File: config.mk
export PLATFORM = sky130hd
export DESIGN_NAME = lfsr_seq_ctrl_flat
export DESIGN_NICKNAME = d
export VERILOG_FILES = /design/src/rtl/lfsr_pkg.sv /design/src/rtl/lfsr_seq_ctrl_if.sv /design/src/rtl/lfsr_core.sv /design/src/rtl/lfsr_seq_ctrl.sv /design/src/flat_wrapper.sv
export SDC_FILE = /design/constraint.sdc
export NUM_CORES = 1
export LEC_CHECK = 0
export ABC_CLOCK_PERIOD_IN_PS = 2100
export BUFFER_PORTS_ARGS = -buffer_cell sky130_fd_sc_hd__buf_2
export CORE_ASPECT_RATIO = 0.75
export CORE_UTILIZATION = 50
export DETAILED_ROUTE_END_ITERATION = 7
export PLACE_DENSITY = 0.76
export SLEW_MARGIN = 20
export SYNTH_ARGS = -nofsm -noshare
export SYNTH_HDL_FRONTEND = slang
export SYNTH_SLANG_ARGS = --single-unit
File: constraint.sdc
create_clock -name clk -period 2.1 [get_ports clk]
set_input_delay 0.315 -clock clk [delete_from_list [all_inputs] [get_ports clk]]
set_output_delay 0.315 -clock clk [all_outputs]
set_load 0.02 [all_outputs]
File: src/rtl/lfsr_pkg.sv
// rtl/lfsr_pkg.sv - shared types, default taps and step function for the LFSR sequencer
package lfsr_pkg;

  typedef enum logic [1:0] {IDLE, LOAD, RUN, DONE} lfsr_state_t;

  localparam logic [6:0] LFSR_TAPS_W7 = 7'h03;

  // Fibonacci step on a zero-extended state: lead bit enters at position width-1.
  function automatic logic [31:0] lfsr_next(input logic [31:0] state,
                                            input logic [31:0] taps,
                                            input int          width);
    logic lead;
    lead = ^(state & taps);
    return (state >> 1) | ({31'd0, lead} << (width - 1));
  endfunction

endpackage

File: src/rtl/lfsr_seq_ctrl_if.sv
// rtl/lfsr_seq_ctrl_if.sv - valid/ready word stream from the sequencer to its consumer
interface lfsr_seq_ctrl_if #(
  parameter int WIDTH = 7
);
  logic             out_valid;
  logic             out_ready;
  logic [WIDTH-1:0] out_data;

  modport master (output out_valid, output out_data, input out_ready);
  modport slave  (input out_valid, input out_data, output out_ready);
endinterface

File: src/rtl/lfsr_core.sv
// rtl/lfsr_core.sv - Fibonacci LFSR state register with priority load and step enable
module lfsr_core
  import lfsr_pkg::*;
#(
  parameter int               WIDTH = 7,
  parameter logic [WIDTH-1:0] TAPS  = LFSR_TAPS_W7
) (
  input  logic             clk,
  input  logic             rst,
  input  logic             load_i,
  input  logic             enable_i,
  input  logic [WIDTH-1:0] seed_i,
  output logic [WIDTH-1:0] state_o,
  output logic [WIDTH-1:0] next_o
);

  logic [WIDTH-1:0] state_q;
  logic [WIDTH-1:0] state_d;
  logic [WIDTH-1:0] step;

  assign step = WIDTH'(lfsr_next(32'(state_q), 32'(TAPS), WIDTH));

  always_comb begin
    state_d = state_q;
    if (load_i) begin
      state_d = seed_i;
    end else if (enable_i) begin
      state_d = step;
    end
  end

  always_ff @(posedge clk or posedge rst) begin
    if (rst) begin
      state_q <= '0;
    end else begin
      state_q <= state_d;
    end
  end

  assign state_o = state_q;
  assign next_o  = step;

endmodule

File: src/rtl/lfsr_seq_ctrl.sv
// rtl/lfsr_seq_ctrl.sv - run controller: loads the LFSR and streams count states over valid/ready
module lfsr_seq_ctrl
  import lfsr_pkg::*;
#(
  parameter int               WIDTH = 7,
  parameter logic [WIDTH-1:0] TAPS  = LFSR_TAPS_W7,
  parameter int               CNTW  = 16
) (
  input  logic             clk,
  input  logic             rst,
  input  logic             start_i,
  input  logic [WIDTH-1:0] seed_i,
  input  logic [CNTW-1:0]  count_i,
  input  logic             abort_i,
  lfsr_seq_ctrl_if.master  out_if,
  output logic             busy_o,
  output logic             done_o,
  output logic             wrap_o,
  output logic             lockup_o
);

  lfsr_state_t      state_q, state_d;
  logic [CNTW-1:0]  remaining_q, remaining_d;
  logic [WIDTH-1:0] seed_q, seed_d;
  logic             wrap_q, wrap_d;
  logic             lockup_q, lockup_d;

  logic             lfsr_load;
  logic             lfsr_en;
  logic [WIDTH-1:0] lfsr_state;
  logic [WIDTH-1:0] lfsr_step;
  logic             xfer;

  lfsr_core #(
    .WIDTH (WIDTH),
    .TAPS  (TAPS)
  ) u_core (
    .clk      (clk),
    .rst      (rst),
    .load_i   (lfsr_load),
    .enable_i (lfsr_en),
    .seed_i   (seed_q),
    .state_o  (lfsr_state),
    .next_o   (lfsr_step)
  );

  assign xfer = (state_q == RUN) && out_if.out_ready;

  always_comb begin
    state_d     = state_q;
    remaining_d = remaining_q;
    seed_d      = seed_q;
    wrap_d      = wrap_q;
    lockup_d    = lockup_q;
    lfsr_load   = 1'b0;
    lfsr_en     = 1'b0;
    case (state_q)
      IDLE: begin
        if (start_i) begin
          seed_d      = seed_i;
          remaining_d = count_i;
          wrap_d      = 1'b0;
          lockup_d    = 1'b0;
          // A zero seed would lock the LFSR at zero, so the run ends without loading.
          if (seed_i == '0) begin
            lockup_d = 1'b1;
            state_d  = DONE;
          end else if (count_i == '0) begin
            state_d = DONE;
          end else begin
            state_d = LOAD;
          end
        end
      end
      LOAD: begin
        lfsr_load = 1'b1;
        state_d   = abort_i ? IDLE : RUN;
      end
      RUN: begin
        if (xfer) begin
          lfsr_en = 1'b1;
          if (remaining_q != '0) begin
            remaining_d = remaining_q - CNTW'(1);
          end
          if (lfsr_step == seed_q) begin
            wrap_d = 1'b1;
          end
          if (remaining_q == CNTW'(1)) begin
            state_d = DONE;
          end
        end
        // Abort overrides completion; a same-cycle transfer is still consumed above.
        if (abort_i) begin
          state_d = IDLE;
        end
      end
      DONE: begin
        state_d = IDLE;
      end
      default: begin
        state_d = IDLE;
      end
    endcase
  end

  always_ff @(posedge clk or posedge rst) begin
    if (rst) begin
      state_q     <= IDLE;
      remaining_q <= '0;
      seed_q      <= '0;
      wrap_q      <= 1'b0;
      lockup_q    <= 1'b0;
    end else begin
      state_q     <= state_d;
      remaining_q <= remaining_d;
      seed_q      <= seed_d;
      wrap_q      <= wrap_d;
      lockup_q    <= lockup_d;
    end
  end

  assign out_if.out_valid = (state_q == RUN);
  assign out_if.out_data  = lfsr_state;
  assign busy_o           = (state_q != IDLE);
  assign done_o           = (state_q == DONE);
  assign wrap_o           = wrap_q;
  assign lockup_o         = lockup_q;

endmodule

File: src/flat_wrapper.sv
// flat-port wrapper written by rule: the top's interface ports become plain ports
module lfsr_seq_ctrl_flat import lfsr_pkg::*;
#(
  parameter int               WIDTH = 7,
  parameter logic [WIDTH-1:0] TAPS  = LFSR_TAPS_W7,
  parameter int               CNTW  = 16
)
  (clk, rst, start_i, seed_i, count_i, abort_i, busy_o, done_o, wrap_o, lockup_o, out_if_out_valid, out_if_out_data, out_if_out_ready);
  lfsr_seq_ctrl_if #(.WIDTH(WIDTH)) out_if_i ();
  input  logic clk;
  input  logic rst;
  input  logic start_i;
  input  logic [WIDTH-1:0] seed_i;
  input  logic [CNTW-1:0] count_i;
  input  logic abort_i;
  output logic busy_o;
  output logic done_o;
  output logic wrap_o;
  output logic lockup_o;
  output wire logic [$bits(out_if_i.out_valid)-1:0] out_if_out_valid;
  output wire logic [$bits(out_if_i.out_data)-1:0] out_if_out_data;
  input wire logic [$bits(out_if_i.out_ready)-1:0] out_if_out_ready;
  assign out_if_out_valid = out_if_i.out_valid;
  assign out_if_out_data = out_if_i.out_data;
  assign out_if_i.out_ready = out_if_out_ready;
  lfsr_seq_ctrl #(.WIDTH(WIDTH), .TAPS(TAPS), .CNTW(CNTW)) u_core (.clk(clk), .rst(rst), .start_i(start_i), .seed_i(seed_i), .count_i(count_i), .abort_i(abort_i), .out_if(out_if_i), .busy_o(busy_o), .done_o(done_o), .wrap_o(wrap_o), .lockup_o(lockup_o));
endmodule
After elaboration in Yosys (flattened, before gate mapping)

Cells that the tools add are included.
W data, S select, Z words.

Register bits after elaboration: 34
Latch bits: 0
Memory bits (writable): 0
Memory bits (read-only): 0
Input port bits: 28
Word-level logic and storage cells: 54
Memories: 0

Add/subtract/negate cells: 1
Multipliers: 0
Divide/modulo/power cells: 0
Magnitude comparators: 0
Equality and inequality tests: 11
Shift operators: 0
Muxes and demuxes: 22
Bitwise operators: 1
Reduce and logical (&&, ||, !) cells: 13

Operators by type and width:

| operator                | number |
|---|---|
| $mux W16                | 3 |
| $pmux W16 S2            | 1 |
| $reduce_xor A32 Y1      | 1 |
| $eq A16 B1 Y1 const B   | 1 |
| $logic_not A16 Y1       | 1 |
| $reduce_bool A16 Y1     | 1 |
| $sub A16 B1 Y16 const B | 1 |
| $mux W2                 | 7 |
| $mux W7                 | 2 |
| $pmux W2 S4             | 1 |
| $reduce_and A4 Y1       | 2 |
| $eq A7 B7 Y1            | 1 |
| $logic_not A7 Y1        | 1 |
| $mux W1                 | 7 |
| $or A6 B7 Y7            | 1 |
| $ne A2 B1 Y1 const B    | 3 |
| $ne A3 B2 Y1 const B    | 2 |
| $reduce_bool A2 Y1      | 3 |
| $eq A2 B2 Y1 const B    | 2 |
| $reduce_and A3 Y1       | 1 |
| $eq A2 B1 Y1 const B    | 1 |
| $logic_not A2 Y1        | 1 |
| $ne A2 B2 Y1 const B    | 1 |
| $pmux W1 S2             | 1 |
| other kinds (2)         | 2 |

Logic depth before layout (Yosys ltp)

Depth in word-level cells: 6
Depth in mapped cells: 8
Mapped depth without buffers: 6

By module

A second synthesis with hierarchy kept.

Cells, all modules: 234
Area, all modules: 2,100.8 um^2

Modules (own cells, without submodules):

| module        | times used | cells each | area each (um^2) | seq. area each (um^2) |
|---|---|---|---|---|
| lfsr_seq_ctrl | 1          | 195        | 1,702.9          | 675.6 |
| lfsr_core     | 1          | 39         | 397.9            | 175.2 |

Worst setup path after synthesis

OpenSTA, ideal clock, no wires.

Kind: register to register
From: register u_core.remaining_q[0]
To: register u_core.remaining_q[12]
Library setup time: 0.124 ns
Arrival time: 1.951 ns
Required time: 1.976 ns
Slack: 0.025 ns
Stages on the path, launching flop included: 9
Buffers on the path: 2
Period minus slack after synthesis: 2.075 ns
Cells stage by stage: dfrtp_1 > inv_1 > ha_1 > or4bb_1 > or4_4 > buf_6 > nand2_4 > buf_4 > o2bb2ai_1

Word-level cells in the longest chain between the ends: 4
Elaborated cells between the ends (all ways): 7
Those cells by class: add/sub: 1; eq/ne: 1; mux: 3; reduce/logical: 2

RTL lines:

| element                | line                 | source |
|---|---|---|
| from (decl)            | lfsr_seq_ctrl.sv:23  | `logic [CNTW-1:0] remaining_q, remaining_d;` |
| from (signal assigned) | lfsr_seq_ctrl.sv:115 | `remaining_q <= remaining_d;` |
| $sub A16 B1 Y16        | lfsr_seq_ctrl.sv:83  | `remaining_d = remaining_q - CNTW'(1);` |
| $mux W16               | lfsr_seq_ctrl.sv:82  | `if (remaining_q != '0) begin` |
| $mux W16               | lfsr_seq_ctrl.sv:80  | `if (xfer) begin` |
| $pmux W16 S2           | lfsr_seq_ctrl.sv:57  | `case (state_q)` |

Parallel ways exist; a longest one is shown, timed or not. The select of a mux whose other input is x is not followed.
A chain may end at the register's enable or synchronous reset.

Worst setup path in the final report

From: register u_core.remaining_q[14]
To: register u_core.remaining_q[13]

Word-level cells in the longest chain between the ends: 3

RTL lines:

| element                     | line |
|---|---|
| $reduce_bool A16 Y1         | lfsr_seq_ctrl.sv:82 |
| $ne A2 B1 Y1 (no line)      | -- |
| $reduce_and A4 Y1 (no line) | -- |

No other way between the ends.

==> qor.txt <==
Number of synthesized flops with an enable pin -> 0
RSZ-0062 raised after global routing -> yes
GRT overflow -> 0
Final setup fails -> 6
Crit Reg-Reg Startpoint -> u_core.remaining_q[14]
Total core area -> 4050 um2
Diode count -> 0
Post-detailed-route count of antenna-violating nets -> 0
Antenna violations before repair -> 0
Synth cell types -> 46
Worst slack, placed -> -0.00797 ns
Final Slew Violations -> 0
Tot GR Track Use -> 0.252
Reg2reg setup slack -> -0.02 ns
Post-route DRC -> 0
TritonRoute pass-1 iters -> 4
Synthesized cell area -> 2110 um2
Root Buffer -> clkbuf_8
Outcome -> finished, violations left
Setup TNS Final -> -0.0820 ns
Worst path required time -> 2.30 ns
P per Cell Area -> 1240 nW/um2
CP endpoint kind -> register
Vias in the first global route -> 1753
Crit-path cells -> or4_1 -> or4_4 -> nand2_8 -> a2bb2oi_1
CTS tree -> yes
Worst r2r path cells -> 4
Bufs and invs on worst path -> 0
Fmax -> 0.471 GHz
RR Endpoint -> u_core.remaining_q[13]
Clock Latency Late Sink -> 0.29 ns
Arrival time worst endpoint -> 2.33 ns
Ys Warns -> 0
Worst path slowest cell -> or4_4
Maximum clock insertion buffer count -> 2
Syn Inst Count -> 223
Final hold violations -> 0
Non-filler instance count after layout -> 330
Failing checks -> negative setup slack
Die width -> 77.0 um
Synth Flop Type -> dfrtp_1
I/O pin count -> 40
Slew @ Worst Pin -> 0.490 ns
Max-cap check violation count -> 0
Vias -> 2011
Share of layout cells above drive strength 1 -> 0.349
RD Place Congestion -> 0.827
PortBufs -> 39
Drt initial violations -> 160
Post-CTS Hold Buffers -> 0
Tmin final -> 2.12 ns
Post-detail-place hpwl -> 3880 um
Seq/Total Area, Yosys -> 0.403
Area Growth Syn to Fin -> 23.9%
Routed WL -> 5510 um
Per-cell routed wire length -> 16.7 um
Final net count -> 304
VDD IR max -> 0.000558 V
Most area-hungry cell type in the Yosys netlist -> dfrtp_1
First-pass GRT wire length -> 8670 um
Hold_ws -> 0.115 ns
Yosys top cell area share -> 0.403
H-tree depth -> 2
Via/cell ratio -> 6.09
Worst setup SP type -> register
Initial core utilization -> 0.521
Final clock skew -> 0.00734 ns
Clock-pin slew on the worst setup and hold paths -> 0.07 ns
Die area -> 4490 um2
Ys async rst share -> 1.00
Crit-path leading delay family -> simple AND/OR/NAND/NOR gates
Relative slew slack -> 0.671
Placed cells -> 321
Cell Rows -> 20
Total CTS buffers -> 5
Max incr delay on CP -> 0.67 ns
Synth top area cells -> dfrtp_1, mux2_2, o2bb2ai_1, nor4_1, a21oi_1
Syn nets -> 253
Total power -> 3250 uW
Die Ht -> 58.3 um
Mean Syn Cell Area -> 9.47 um2
Pleak -> 0.00110 uW
Crit path kind -> reg2reg
Post-route clock period utilization -> 1.01
Final setup margin -> -0.0250 ns
#FFs+latches synth -> 34
Critical Path Fanout Max -> 13
Hold crit path type -> in2async
Largest net degree at the start of global routing -> 35
Sink Count -> 34
## where the power goes
part	internal (uW)	switching, uW	total [uW]
logic	716	810	1530
clock network	265	246	510
registers	921	295	1220
## tightest hold or removal path, stage by stage
cell,delay (ns)
buf_2,0.09
inv_1,0.04
buf_4,0.39
## cells in the final DEF (no fill, tap or decap), types with 5 or more instances in the layout
cell type / n
a31oi_1: 5
o21ai_0: 7
nand3_1: 10
and3_1: 5
o31ai_1: 5
buf_2: 39
xnor2_1: 5
clkbuf_8: 6
nor4_1: 15
or4_1: 5
a211oi_1: 5
inv_1: 5
mux2i_1: 7
mux2_2: 9
o211ai_1: 5
dfrtp_1: 34
buf_4: 20
nor2_1: 7
o2bb2ai_1: 7
nand2_1: 7
a21oi_1: 17
## routing by layer
metal	share of wire	track usage	routed length (um)	vias up
met4	0.012	0.0809	68	0
met1	0.50	0.380	2740	981
li1	-	-	-	965
met5	0	0	0	-
met2	0.44	0.361	2450	59
met3	0.045	0.0488	247	6
## cells in the mapped netlist, types with 2 or more instances
cell type  number
nand2_1         7
mux2_2          9
xor2_1          4
a21oi_1        17
nor3_1          4
nor2_1          7
o21ai_0         7
a2bb2oi_1       2
nor4_1         15
inv_1           7
clkbuf_1       12
mux2i_1         7
and3_1          5
or2_2           4
nor3b_1         2
buf_6           2
buf_2           2
o2bb2ai_1      11
nand3_1        10
ha_1            2
nand2b_1        3
o211ai_1        5
a31oi_1         5
dfrtp_1        34
or3_1           3
a211oi_1        5
or4_1           5
xnor2_1         5
o31ai_1         5
## registers in the layout, summed over array words and instances, names as in the netlist
| name | cells |
|---|---|
| u_core.lockup_o | 1 |
| u_core.u_core.state_o | 7 |
| u_core.state_q | 2 |
| u_core.wrap_o | 1 |
| u_core.remaining_q | 16 |
| u_core.seed_q | 7 |
## logic make-up (layout without fill, tap and decap cells)
family	count (synthesis)	in the layout	synth area share
simple gates	72	72	0.203
compound gates	64	64	0.207
flops	34	34	0.403
buf+inv	26	78	0.0563
mux	16	16	0.0812
xor+xnor	9	9	0.0373
fa+ha+maj	2	2	0.0119
## area by class of cell
type,count,area [um2]
Sequential cell,34,851
Clock buffer,7,86.3
Multi-Input combinational cell,163,1200
Timing Repair Buffer,62,379
Clock inverter,1,5.00
Fill cell,354,1440
Inverter,8,30.0
Tap cell,55,68.8
## how the worst max path moves through the flow
| stage | start | endpoint | slack, ns | depth (start not counted) |
|---|---|---|---|---|
| 4_1_cts | u_core.remaining_q[14] | u_core.remaining_q[13] | -0.008 | 4 |
| 6_report | u_core.remaining_q[14] | u_core.remaining_q[13] | -0.02 | 4 |
| 5_1_grt | u_core.remaining_q[0] | u_core.remaining_q[4] | -0.08 | 7 |
| 3_5_place_dp | u_core.remaining_q[14] | u_core.remaining_q[13] | -0.008 | 4 |
| 3_3_place_gp | u_core.remaining_q[14] | u_core.remaining_q[13] | 0.03 | 4 |
| 2_1_floorplan | u_core.remaining_q[0] | u_core.remaining_q[12] | 0.02 | 8 |
## metrics by stage
stage	utilization	cell area, um2
6_report	0.645	2620
5_1_grt	0.645	2620
4_1_cts	0.630	2550
3_5_place_dp	0.605	2450
3_3_place_gp	0.605	2450
2_1_floorplan	-	2110
## what timing repair did
| action | CTS | global route |
|---|---|---|
| resized for setup | 1 | 13 |
| pin swaps | 0 | 4 |
| buffers inserted | 1 | 0 |
| setup endpoints to repair | 4 | 15 |
Power figures use the tool's default switching activity.
